`src/rtl/weight_in_ctrl_db_if.sv`:
```
// Weight stream valid/ready bundle.
// master drives IN_VALID/IN_DATA, slave returns IN_READY.
interface weight_in_ctrl_db_if #(
    parameter int INPUT_WIDTH = 32
);
    logic                   IN_VALID;
    logic                   IN_READY;
    logic [INPUT_WIDTH-1:0] IN_DATA;

    modport master (
        output IN_VALID,
        output IN_DATA,
        input  IN_READY
    );

    modport slave (
        input  IN_VALID,
        input  IN_DATA,
        output IN_READY
    );
endinterface

```
`src/rtl/weight_in_ctrl_db.sv`:
```
// Double-buffered weight loader: stream -> FIFO -> back bank, active bank -> MAC.
// Optional WEIGHT_IN_OVF_EN adds a sticky OVERFLOW flag for rejected beats.
module weight_in_ctrl_db #(
    parameter int INPUT_WIDTH = 32,
    parameter int ELEM_WIDTH  = 8,
    parameter int MAX_R       = 5,
    parameter int MAX_S       = 5,
    parameter int FIFO_DEPTH  = 16,
    parameter int CW          = $clog2(FIFO_DEPTH + 1)
) (
    input  logic                              CLK,
    input  logic                              RESET,
    input  logic                              CLEAR,
    weight_in_ctrl_db_if.slave                STRM,
    output logic [CW-1:0]                     FIFO_COUNT,
    output logic                              FIFO_EMPTY,
    output logic                              FIFO_FULL,
    input  logic [3:0]                        PARAM_R,
    input  logic [3:0]                        PARAM_S,
    input  logic                              LOAD_START,
    output logic                              LOAD_BUSY,
    output logic                              LOAD_DONE,
    output logic                              PARAM_ERR,
    output logic                              BANK_READY,
    input  logic                              SWAP,
    output logic                              ACTIVE_BANK,
    output logic [MAX_R*MAX_S*ELEM_WIDTH-1:0] RD_DATA
`ifdef WEIGHT_IN_OVF_EN
    ,
    output logic                              OVERFLOW
`endif
);

    localparam int AW = $clog2(FIFO_DEPTH);
    localparam int BW = MAX_R * MAX_S * ELEM_WIDTH;

    typedef enum logic [1:0] {
        IDLE = 2'd0,
        LOAD = 2'd1,
        DONE = 2'd2
    } state_t;

    state_t state;
    state_t state_nx;

    logic [ELEM_WIDTH-1:0] mem [FIFO_DEPTH];
    logic [AW-1:0]         wr_ptr;
    logic [AW-1:0]         rd_ptr;
    logic [CW-1:0]         count;
    logic                  push;
    logic                  pop;
    logic [ELEM_WIDTH-1:0] pop_data;

    logic       ls_q;
    logic       rise;
    logic       legal;
    logic       start_ok;
    logic       start_bad;
    logic       swap_ok;
    logic       last;
    logic [3:0] r_q;
    logic [3:0] s_q;
    logic [3:0] row;
    logic [3:0] col;
    logic [15:0] widx;

    logic [BW-1:0] bank [2];
    logic [BW-1:0] rd_q;
    logic          bank_ready;
    logic          active;
    logic          param_err;

    // Only the low ELEM_WIDTH bits of a stream word carry the element.
    logic [INPUT_WIDTH-1:0] unused_data;
    assign unused_data = STRM.IN_DATA;

    assign FIFO_COUNT    = count;
    assign FIFO_EMPTY    = (count == '0);
    assign FIFO_FULL     = (count == CW'(FIFO_DEPTH));
    assign STRM.IN_READY = ~FIFO_FULL;

    // CLEAR drops a same-cycle push and freezes the loader.
    assign push     = STRM.IN_VALID & ~FIFO_FULL & ~CLEAR;
    assign pop      = (state == LOAD) & ~FIFO_EMPTY & ~CLEAR;
    assign pop_data = mem[rd_ptr];

    assign rise  = LOAD_START & ~ls_q;
    assign legal = (PARAM_R != 4'd0) && (int'(PARAM_R) <= MAX_R) &&
                   (PARAM_S != 4'd0) && (int'(PARAM_S) <= MAX_S);

    assign start_ok  = (state == IDLE) & rise & legal & ~CLEAR;
    assign start_bad = (state == IDLE) & rise & ~legal & ~CLEAR;
    // A simultaneous legal start wins over a swap so the back bank stays coherent.
    assign swap_ok   = (state == IDLE) & SWAP & bank_ready & ~CLEAR & ~start_ok;

    assign last = (row == r_q - 4'd1) && (col == s_q - 4'd1);
    assign widx = 16'(row) * 16'(MAX_S) + 16'(col);

    assign PARAM_ERR   = param_err;
    assign BANK_READY  = bank_ready;
    assign ACTIVE_BANK = active;
    assign RD_DATA     = rd_q;

    // FIFO storage, pointers and occupancy.
    always_ff @(posedge CLK or posedge RESET) begin
        if (RESET) begin
            wr_ptr <= '0;
            rd_ptr <= '0;
            count  <= '0;
            for (int i = 0; i < FIFO_DEPTH; i++) begin
                mem[i] <= '0;
            end
        end else if (CLEAR) begin
            wr_ptr <= '0;
            rd_ptr <= '0;
            count  <= '0;
        end else begin
            if (push) begin
                mem[wr_ptr] <= STRM.IN_DATA[ELEM_WIDTH-1:0];
                wr_ptr      <= wr_ptr + 1'b1;
            end
            if (pop) begin
                rd_ptr <= rd_ptr + 1'b1;
            end
            case ({push, pop})
                2'b10:   count <= count + 1'b1;
                2'b01:   count <= count - 1'b1;
                default: count <= count;
            endcase
        end
    end

    // LOAD_START history for rising-edge detection.
    always_ff @(posedge CLK or posedge RESET) begin
        if (RESET) begin
            ls_q <= 1'b0;
        end else begin
            ls_q <= LOAD_START;
        end
    end

    // FSM state register.
    always_ff @(posedge CLK or posedge RESET) begin
        if (RESET) begin
            state <= IDLE;
        end else begin
            state <= state_nx;
        end
    end

    // FSM next-state logic.
    always_comb begin
        state_nx = state;
        if (CLEAR) begin
            state_nx = IDLE;
        end else begin
            case (state)
                IDLE:    if (start_ok) state_nx = LOAD;
                LOAD:    if (pop && last) state_nx = DONE;
                DONE:    state_nx = IDLE;
                default: state_nx = IDLE;
            endcase
        end
    end

    // FSM outputs.
    always_comb begin
        LOAD_BUSY = 1'b0;
        LOAD_DONE = 1'b0;
        case (state)
            LOAD:    LOAD_BUSY = 1'b1;
            DONE:    LOAD_DONE = 1'b1;
            default: ;
        endcase
    end

    // Load cursor, bank writes, bank ownership and error pulse.
    always_ff @(posedge CLK or posedge RESET) begin
        if (RESET) begin
            r_q        <= '0;
            s_q        <= '0;
            row        <= '0;
            col        <= '0;
            bank[0]    <= '0;
            bank[1]    <= '0;
            bank_ready <= 1'b0;
            active     <= 1'b0;
            param_err  <= 1'b0;
        end else begin
            param_err <= start_bad;
            if (CLEAR) begin
                row        <= '0;
                col        <= '0;
                bank_ready <= 1'b0;
            end else if (start_ok) begin
                r_q          <= PARAM_R;
                s_q          <= PARAM_S;
                row          <= '0;
                col          <= '0;
                bank[~active] <= '0;
                bank_ready   <= 1'b0;
            end else if (pop) begin
                bank[~active][widx*ELEM_WIDTH +: ELEM_WIDTH] <= pop_data;
                if (col == s_q - 4'd1) begin
                    col <= '0;
                    row <= row + 4'd1;
                end else begin
                    col <= col + 4'd1;
                end
                if (last) begin
                    bank_ready <= 1'b1;
                end
            end else if (swap_ok) begin
                active     <= ~active;
                bank_ready <= 1'b0;
            end
        end
    end

    // Registered view of the active bank for the MAC array.
    always_ff @(posedge CLK or posedge RESET) begin
        if (RESET) begin
            rd_q <= '0;
        end else begin
            rd_q <= bank[active];
        end
    end

`ifdef WEIGHT_IN_OVF_EN
    // Sticky flag for beats offered while the FIFO is full.
    always_ff @(posedge CLK or posedge RESET) begin
        if (RESET) begin
            OVERFLOW <= 1'b0;
        end else if (CLEAR) begin
            OVERFLOW <= 1'b0;
        end else if (STRM.IN_VALID && FIFO_FULL) begin
            OVERFLOW <= 1'b1;
        end
    end
`endif

endmodule

```
`src/flat_wrapper.sv`:
```
// flat-port wrapper written by rule: the top's interface ports become plain ports
module weight_in_ctrl_db_flat 
#(
    parameter int INPUT_WIDTH = 32,
    parameter int ELEM_WIDTH  = 8,
    parameter int MAX_R       = 5,
    parameter int MAX_S       = 5,
    parameter int FIFO_DEPTH  = 16,
    parameter int CW          = $clog2(FIFO_DEPTH + 1)
)
  (CLK, RESET, CLEAR, FIFO_COUNT, FIFO_EMPTY, FIFO_FULL, PARAM_R, PARAM_S, LOAD_START, LOAD_BUSY, LOAD_DONE, PARAM_ERR, BANK_READY, SWAP, ACTIVE_BANK, RD_DATA, STRM_IN_VALID, STRM_IN_DATA, STRM_IN_READY);
  weight_in_ctrl_db_if #(.INPUT_WIDTH(INPUT_WIDTH)) STRM_i ();
  input  logic CLK;
  input  logic RESET;
  input  logic CLEAR;
  output logic [CW-1:0] FIFO_COUNT;
  output logic FIFO_EMPTY;
  output logic FIFO_FULL;
  input  logic [3:0] PARAM_R;
  input  logic [3:0] PARAM_S;
  input  logic LOAD_START;
  output logic LOAD_BUSY;
  output logic LOAD_DONE;
  output logic PARAM_ERR;
  output logic BANK_READY;
  input  logic SWAP;
  output logic ACTIVE_BANK;
  output logic [MAX_R*MAX_S*ELEM_WIDTH-1:0] RD_DATA;
  input wire logic [$bits(STRM_i.IN_VALID)-1:0] STRM_IN_VALID;
  input wire logic [$bits(STRM_i.IN_DATA)-1:0] STRM_IN_DATA;
  output wire logic [$bits(STRM_i.IN_READY)-1:0] STRM_IN_READY;
  assign STRM_i.IN_VALID = STRM_IN_VALID;
  assign STRM_i.IN_DATA = STRM_IN_DATA;
  assign STRM_IN_READY = STRM_i.IN_READY;
  weight_in_ctrl_db #(.INPUT_WIDTH(INPUT_WIDTH), .ELEM_WIDTH(ELEM_WIDTH), .MAX_R(MAX_R), .MAX_S(MAX_S), .FIFO_DEPTH(FIFO_DEPTH), .CW(CW)) u_core (.CLK(CLK), .RESET(RESET), .CLEAR(CLEAR), .STRM(STRM_i), .FIFO_COUNT(FIFO_COUNT), .FIFO_EMPTY(FIFO_EMPTY), .FIFO_FULL(FIFO_FULL), .PARAM_R(PARAM_R), .PARAM_S(PARAM_S), .LOAD_START(LOAD_START), .LOAD_BUSY(LOAD_BUSY), .LOAD_DONE(LOAD_DONE), .PARAM_ERR(PARAM_ERR), .BANK_READY(BANK_READY), .SWAP(SWAP), .ACTIVE_BANK(ACTIVE_BANK), .RD_DATA(RD_DATA));
endmodule
```
`config.mk`:
```
export PLATFORM = sky130hd
export DESIGN_NAME = weight_in_ctrl_db_flat
export DESIGN_NICKNAME = d
export VERILOG_FILES = /design/src/rtl/weight_in_ctrl_db_if.sv /design/src/rtl/weight_in_ctrl_db.sv /design/src/flat_wrapper.sv
export SDC_FILE = /design/constraint.sdc
export NUM_CORES = 2
export LEC_CHECK = 0
export ABC_CLOCK_PERIOD_IN_PS = 30800
export CAP_MARGIN = 25
export CORE_ASPECT_RATIO = 0.75
export CORE_UTILIZATION = 47
export DETAILED_ROUTE_END_ITERATION = 12
export PLACE_DENSITY = 0.69
export SLEW_MARGIN = 40
export SYNTH_ARGS = -nofsm -noshare
export SYNTH_HDL_FRONTEND = slang
export SYNTH_SLANG_ARGS = --single-unit
```
`constraint.sdc`:
```
create_clock -name CLK -period 30.8 [get_ports CLK]
set_input_delay 4.62 -clock CLK [delete_from_list [all_inputs] [get_ports CLK]]
set_output_delay 4.62 -clock CLK [all_outputs]
set_load 0.03 [all_outputs]
```
After elaboration in Yosys (flattened, before gate mapping)
Index checks and enable logic that the tools add are counted. Widths: inputs -> output; s select.

Output and inout bits: 213. Word-level logic and storage cells: 156. Input bits: 46. Bits in registers: 763.

Equal/unequal tests: 10. Shifts and indexed selects: 2. Reductions and logical operators: 25. Bitwise operators: 28. Mux-type cells: 41. Multipliers: 1. $lt $le $gt $ge: 8. Add/sub/neg operators: 10.

Operators with widths (number): $mux 200 (5); $mux 400 (2); $and 400x400->400 (1); $bwmux 400 (1); $demux 200 s1 (2); $not 400->400 (1); $shift 8x34->200 const A (1); $shiftx 8x34->200 (1); $bwmux 128 (1); $mux 4 (12); $neg 19->34 (1); $bmux 8 s4 (1); $demux 8 s4 (1); $mux 8 (3); $add 4x1->4 const B (4); $and 1x1->1 (14); $reduce_and 2->1 (6); $reduce_bool 4->1 (3); $ge 5x5->1 const B (2); $not 4->5 (2); $pmux 5 s2 (1); $reduce_bool 3->1 (3); $add 7x4->8 (1); $eq 4x4->1 (2); other kinds (25) (54).

Longest topological paths before layout
Word-level depth: 12. Mapped depth: 17. Depth with buffers taken out: 16.

Worst setup path after synthesis
OpenSTA, ideal clock, no wires.

Kind: input-to-reg. Start: input LOAD_START. End: register u_core.bank[17] (netlist name). Arrival: 6.452 ns. Buffers on the path: 1. Path slack: 24.227 ns. Stages: 6. Setup time: 0.121 ns. Cells stage by stage: or4b_1 or3_1 clkbuf_1 nor2_1 a21oi_1 a22o_1.

Cells in the longest elaborated chain, start to end: 6. Elaborated cells between the ends (all ways): 7. Classes of those cells: mux: 1; bitwise: 4; reduce/logical: 2.

RTL lines: from (decl) (RTL line flat_wrapper.sv:21) `input logic LOAD_START;`; $and 1x1->1 (*) (RTL line weight_in_ctrl_db.sv:87) `assign rise = LOAD_START & ~ls_q;`; $and 1x1->1 (*) (3 in a row) (RTL line weight_in_ctrl_db.sv:91) `assign start_ok = (state == IDLE) & rise & legal & ~CLEAR;`; $reduce_bool 2->1 (no line); $reduce_and 2->1 (no line); to (signal, indexed assignment) (RTL line weight_in_ctrl_db.sv:203) `bank[~active][widx*ELEM_WIDTH +: ELEM_WIDTH] <= pop_data;`; to (decl) (RTL line weight_in_ctrl_db.sv:67) `logic [BW-1:0] bank [2];`.

Every way passes the cells marked *; elsewhere a longest branch is shown, timed or not. A chain may end at the register's enable or synchronous reset.

Worst setup path in the final report
Start: register u_core.count[0], in the netlist u_core.FIFO_COUNT[0]. End: output FIFO_EMPTY.

Cells in the longest elaborated chain, start to end: 1.

RTL lines: from (decl) (RTL line weight_in_ctrl_db.sv:49) `logic [CW-1:0] count;`; from (signal assigned) (RTL line weight_in_ctrl_db.sv:126) `2'b10: count <= count + 1'b1;`; from (signal assigned) (RTL line weight_in_ctrl_db.sv:127) `2'b01: count <= count - 1'b1;`; from (signal assigned) (RTL line weight_in_ctrl_db.sv:128) `default: count <= count;`; $logic_not 5->1 (RTL line weight_in_ctrl_db.sv:78) `assign FIFO_EMPTY = (count == '0);`; to (decl) (RTL line flat_wrapper.sv:17) `output logic FIFO_EMPTY;`.

Every way passes these cells.

==> results.toml <==
[outcome]
status = "completed"

[critical_path]
cp.required_ns = 26.18
critPathKind = "reg -> out"
rrSetupSlack_ns = 24.91
critPathMaxFanout = 7
rr_startpoint = "u_core.row[1]$_DFFE_PP0P_"
crit_path_end_kind = "output port"
reg2reg_depth = 13
regToRegEndpoint = "u_core.bank[12]$_DFFE_PP0P_"
worst_ep_arrival_time_ns = 2.53
startpoint_type = "flip-flop"

[final_layout]
fin_area_mm2 = 0.0368
fillers = 5102
multiInputGateArea_mm2 = 0.0112
areaGrowthSynthToFinish_pct = 19.0
regArea_mm2 = 0.0191
finish.utilization_pct = 56.5
drive_gt1_share_pct = 22.6
layout.nets = 2639
diodes = 0

[timing]
min_period_ns = 7.15
hold_violations = 0
fmax_mhz = 140
rsz0062_at_grt = "no"
finalSetupViolCount = 0
worstMarginPinSlew_ns = 0.894
skew_ns = 0.0170
period_share_pct = 23.2
max_slew_margin_pct = 40.2
slew_violations = 0
finalSetupTns_ns = 0

[die]
fp.dieH_um = 224
io_pins = 259
dieArea_mm2 = 0.0668
core_mm2 = 0.0652
initial_core_util_pct = 47.5
num_rows = 81
die_x_um = 298

[logic_synthesis]
syn_nets = 2454
synth_edf_count = 0
post_synth_num_cell_types = 63
syn_area_mm2 = 0.0309
yosysWarnings = 0
async_flop_share_pct = 100
ys_ff_latch = 763
avgSynthCellArea_um2 = 13.0
synthCells = 2380
yosys-top-cells-area = "dfrtp_1 62%, mux2_2 12%, o21ai_0 4.0%"
yosysSeqAreaShare_pct = 61.7
synth_largest_area_cell = "dfrtp_1"
synth_top_area_share_pct = 61.7
ys.flop_type = "dfrtp_1"

[clock_tree]
clockBufferDepth = 3
cts-resized-gates = 0
clk_latency_ns = 0.63
clk_pin_slew_ns = 0.06
h-tree-depth = 3
postCtsSetupBuffers = 0
cts_tree = "yes"
cts_inserted_buffers = 74
root_buffer = "clkbuf_16"
holdBufCountCts = 0
cts_sinks = 763

[routing]
routed_wl_mm = 76.7
route.vias.total = 20000
remaining_drc_errors = 0
vias_per_cell = 5.71
drtAntennaViolNets = 0
dr.first_iter.drc_count = 1538
wl_per_cell_um = 22.0
drtPass1Iterations = 5

[grt]
overflow = 0
use_met3_pct = 4.72
grt_max_degree = 127
busiest_layer = "met2"
use_met2_pct = 37.4
grt_pass1_vias = 20900
grt_use_total_pct = 23.4
grt_pass1_wl_mm = 122
antenna_found_initial = 0
gr-usage-met1_pct = 32.8

[placed_design]
post_dp_cell_area_mm2 = 0.0341
gp_congestion = 0.836
dpl.hpwl_mm = 48.6
place.port_buffers = 234

[worst_hold_path]
hold_path.startpoint = "u_core.bank[261]$_DFFE_PP0P_"
holdPathStages = 1
hold_class = "reg -> reg"
worstHoldEndpoint = "u_core.bank[261]$_DFFE_PP0P_"

[pwr]
vdd_drop_max_mv = 0.0416
leakage_nw = 16.9
powerDensity_mw_per_mm2 = 64.3

[job]
cap_violations = 0
==> stage by stage <==
| step | hold WS (ns) | power, W | setup slack [ns] | instances |
|---|---|---|---|---|
| global placement | 0.454 | 0.00139 | 22.06 | 3344 |
| CTS | 0.476 | 0.00238 | 22.69 | 3494 |
| finish | 0.477 | 0.00237 | 23.65 | 3494 |
| global route | 0.501 | 0.00245 | 23.42 | 3494 |
| detailed placement | 0.462 | 0.00141 | 22.02 | 3360 |
| floorplan | 0.444 | 0.00130 | 4.76 | 2380 |
==> synth_stat cells, drive strengths merged, types with 22 or more instances <==
master   number
dfrtp       763
mux2        336
o21ai       261
nand3       242
clkbuf      115
a22o         89
nand2        89
nor2         58
buf          48
o2bb2ai      48
mux4         32
mux2i        26
a21oi        25
ha           25
a21o         24
xnor2        24
nor2b        23
nand2b       22
==> report_power, final <==
part / internal (W) / leakage [nW] / switching (W)
Sequential: 0.00104 / 10.6 / 0.0000363
Combinational: 0.000115 / 5.03 / 0.000198
Clock: 0.000588 / 1.29 / 0.000387
==> metal layers <==
metal	vias up	part of all wire (%)
li1	8933	-
met2	493	48
met5	-	0
met1	10400	45
met4	0	1.9
met3	112	5.3
==> registers in the layout, indices dropped and copies added (netlist names) <==
register and count:
u_core.FIFO_COUNT 5, u_core.bank 400, u_core.BANK_READY 1, u_core.ls_q 1
u_core.PARAM_ERR 1, u_core.rd_ptr 4, u_core.wr_ptr 4, u_core.ACTIVE_BANK 1
u_core.state 2, u_core.RD_DATA 200, u_core.mem 128, u_core.r_q 4
u_core.s_q 4, u_core.col 4, u_core.row 4
==> cell type report <==
type	count	area share (%)
flip-flops and latches	763	51.9
multi-input cells	1435	30.5
repair buffers	272	7.23
clock buffers	106	6.06
well taps	871	2.96
clock inverters	28	1.11
inverters	19	0.228
==> cells by family after synthesis <==
group	share of synthesized area, %
AOI/OAI and AO/OA	10.0
xor gates and xnor gates	0.959
adders and majority gates	1.21
buffers and inverters	2.46
DFF	61.7
muxes	15.4
and+or+nand+nor	8.20
==> cell usage in the layout, fill, tap and decap left out, types with 18 or more instances in the layout <==
cell / synthesis / layout
ha_1: 25 / 25
nand2_1: 89 / 88
mux2i_1: 26 / 26
a21oi_1: 21 / 21
o2bb2ai_1: 48 / 48
a22o_1: 89 / 89
mux4_2: 32 / 32
clkdlybuf4s50_1: 0 / 233
o21ai_0: 248 / 248
dfrtp_1: 763 / 759
mux2_2: 336 / 336
nor2_2: 3 / 20
nand3_1: 242 / 242
clkbuf_16: 0 / 79
a21o_1: 24 / 24
nor2b_1: 23 / 23
xnor2_1: 23 / 23
nor2_1: 54 / 37
inv_1: 19 / 18
==> worst max path at each step <==
| stage | from | to | slack [ns] | cells past startpoint |
|---|---|---|---|---|
| 5_1_grt | RESET | u_core.bank[342]$_DFFE_PP0P_ | 23.42 | 5 |
| 6_report | u_core.FIFO_COUNT[0]$_DFFE_PP0P_ | FIFO_EMPTY | 23.65 | 4 |
| 2_1_floorplan | RESET | u_core.ACTIVE_BANK$_DFFE_PP0P_ | 4.76 | 1 |
| 3_3_place_gp | RESET | u_core.RD_DATA[168]$_DFF_PP0_ | 22.06 | 5 |
| 4_1_cts | CLEAR | u_core.bank[213]$_DFFE_PP0P_ | 22.69 | 7 |
| 3_5_place_dp | CLEAR | u_core.bank[213]$_DFFE_PP0P_ | 22.02 | 7 |
==> worst max-delay path, cell delays in order (launching register included) <==
cell             delay (ns)
dfrtp_1                0.46
nor4_1                 0.45
nand2b_1               0.25
inv_1                  0.09
clkdlybuf4s50_1        0.67
(Power assumes the default switching activity.)
==> RTL change (config.mk and constraints unchanged) <==
Register the output `FIFO_COUNT` once more, without a reset; this adds one clock of latency there. The other outputs are not delayed to match.
--- a/src/rtl/weight_in_ctrl_db.sv
+++ b/src/rtl/weight_in_ctrl_db.sv
@@ -74,7 +74,9 @@
     logic [INPUT_WIDTH-1:0] unused_data;
     assign unused_data = STRM.IN_DATA;
 
-    assign FIFO_COUNT    = count;
+    always_ff @(posedge CLK) begin
+        FIFO_COUNT <= count;
+    end
     assign FIFO_EMPTY    = (count == '0);
     assign FIFO_FULL     = (count == CW'(FIFO_DEPTH));
     assign STRM.IN_READY = ~FIFO_FULL;
Function: not settled (the Yosys comparison gave no result); the edit may change what the design does.
==> RTL change against the unedited design <==
  * Clock power decreased by 6.7%
  * Highest routed layer unchanged
  * Count of clock-buffer cells in the layout decreased by 1
  * Critical endpoint unchanged
  * Total power decreased by 2.2%
  * Sequential cell count increased by 5
  * Final area increased by 2.3%
  * Global-route usage increased by 0.79 points
  * Setup slack got worse by 0.26 ns
  * Synthesized area increased by 3.0%
  * Routed wire length increased by 7.0%
==> RTL change: results (changes against the unedited design) <==
layout:
  largest-register: "u_core.bank"
  final_nets: 2684  # +1.7%
  drive_above_1_share_pct: 21.7  # -0.91 points
  diodes: 0  # unchanged
  largest_reg_flops: 400  # unchanged
placed_design:
  gp_congestion: 0.889  # +6.3%
  place_hpwl_microns: 51800  # +6.6%
grt:
  grt_max_degree: 111  # -13%
  grt_pass1_vias: 21200  # +1.6%
  grt_usage_pct: 24.2  # +0.79 points
  grt_pass1_wl_microns: 126000  # +3.8%
status:
  status: "completed"
worst_setup_path:
  worstRegToRegCells: 15  # +2
  crit_arrival_ns: 2.79  # +0.26 ns
  cp_max_fo: 6  # -1
  slowest_delay_ns: 0.75  # +0.08 ns
yosys:
  synth-compound-area-share_pct: 8.21  # -1.8 points
  synth_mux_area_share_pct: 19.2  # +3.8 points
  yosysSeqAreaShare_pct: 60.2  # -1.5 points
  synthArstFlopShare_pct: 99.3  # -0.65 points
  synth_xor_area_share_pct: 0.923  # -0.036 points
  synthTopCellsByCount: "763 x dfrtp_1, 329 x mux2_2, 241 x nand2_1"
  yosys_warnings: 0  # unchanged
  yosysUniqueCellTypes: 73  # +16%
  syn_nets: 2503  # +2.0%
  netlist_top_cells_area: "dfrtp_1 60%, mux2_2 12%, mux2i_1 6.4%"
  synth_adder_area_share_pct: 1.17  # -0.035 points
drt:
  avgRoutedWirePerCell_microns: 23.1  # +5.4%
  drtIter0Drc: 1892  # +23%
  vias: 20500  # +2.9%
clock_network:
  path_clk_slew_ns: 0.06  # about the same
  numCtsBuffers: 75  # +1.4%
  clock_latency_ns: 0.63  # about the same
  htreeDepth: 3  # unchanged
  cts_setup_buffers: 0  # unchanged
sta:
  worst_slew_pin_slew_ns: 0.913  # +0.0195 ns
  skew_ns: 0.0312  # +0.0142 ns
pwr:
  power_leakage_nw: 18.0  # +6.8%
  ir_drop_uv: 44.3  # +6.4%
worst_hold_path:
  hold_depth: 0  # -1
  hold_path.class: "reg2reg"
RTL change: power breakdown:
group	switching, mW	internal [mW]	total [mW]
combinational	0.231	0.102	0.333
sequential	0.0296	1.04	1.07
clock	0.391	0.519	0.910
RTL change: cell type report:
class / instances / area, sq um
well taps: 882 / 1100
repair buffers: 257 / 2640
multi-input cells: 1493 / 12200
clock buffers: 105 / 2170
inverters: 15 / 63.8
flip-flops and latches: 768 / 19200
clock inverters: 26 / 251
fillers: 5300 / 29300
RTL change: path summary, 6_finish.rpt:
kind	from	endpoint	slack, ns
min	u_core.count[2]	u_core.FIFO_COUNT[2]	0.49
max in group asynchronous	RESET	u_core.rd_ptr[0]	23.71
min in group asynchronous	RESET	u_core.RD_DATA[20]	4.54
max reg2reg	u_core.row[1]	u_core.bank[140]	24.28
max	u_core.count[1]	FIFO_EMPTY	23.39
min reg2reg	u_core.count[2]	u_core.FIFO_COUNT[2]	0.49
RTL change: critical path: cells and delay by family, from the launching register on:
kind	cells	cell delay, ns
buffers and inverters	1	0.75
DFF	1	0.46
and+or+nand+nor	2	0.96
RTL change: per-layer routing:
layer  track usage [%]  vias to the layer above  part of all wire [%]
met5                 0                        -                     0
met4              7.83                        0                   2.9
met3              5.50                      156                   7.1
met2              36.9                      712                    46
met1              34.4                    10600                    44
li1                  -                     9061                     -
RTL change: cell families (layout without fill, tap and decap cells):
group,count (synthesis),in the layout
xor gates and xnor gates,31,31
and+or+nand+nor,544,544
muxes,549,549
DFF,768,768
AOI/OAI and AO/OA,341,341
buffers and inverters,168,403
adders and majority gates,28,28
RTL change: per-stage QoR:
| stage | total power [mW] | std cells | hold slack, ns | setup WS (ns) | instance area, sq um |
|---|---|---|---|---|---|
| after CTS | 2.32 | 3546 | 0.480 | 23.32 | 37600 |
| after detailed placement | 1.42 | 3415 | 0.462 | 22.72 | 35200 |
| after global placement | 1.40 | 3411 | 0.446 | 22.28 | 34900 |
| final | 2.31 | 3546 | 0.489 | 23.39 | 37600 |
| after global routing | 2.39 | 3546 | 0.506 | 23.21 | 37600 |
| after floorplan | 1.29 | 2429 | 0.405 | 4.76 | 31900 |
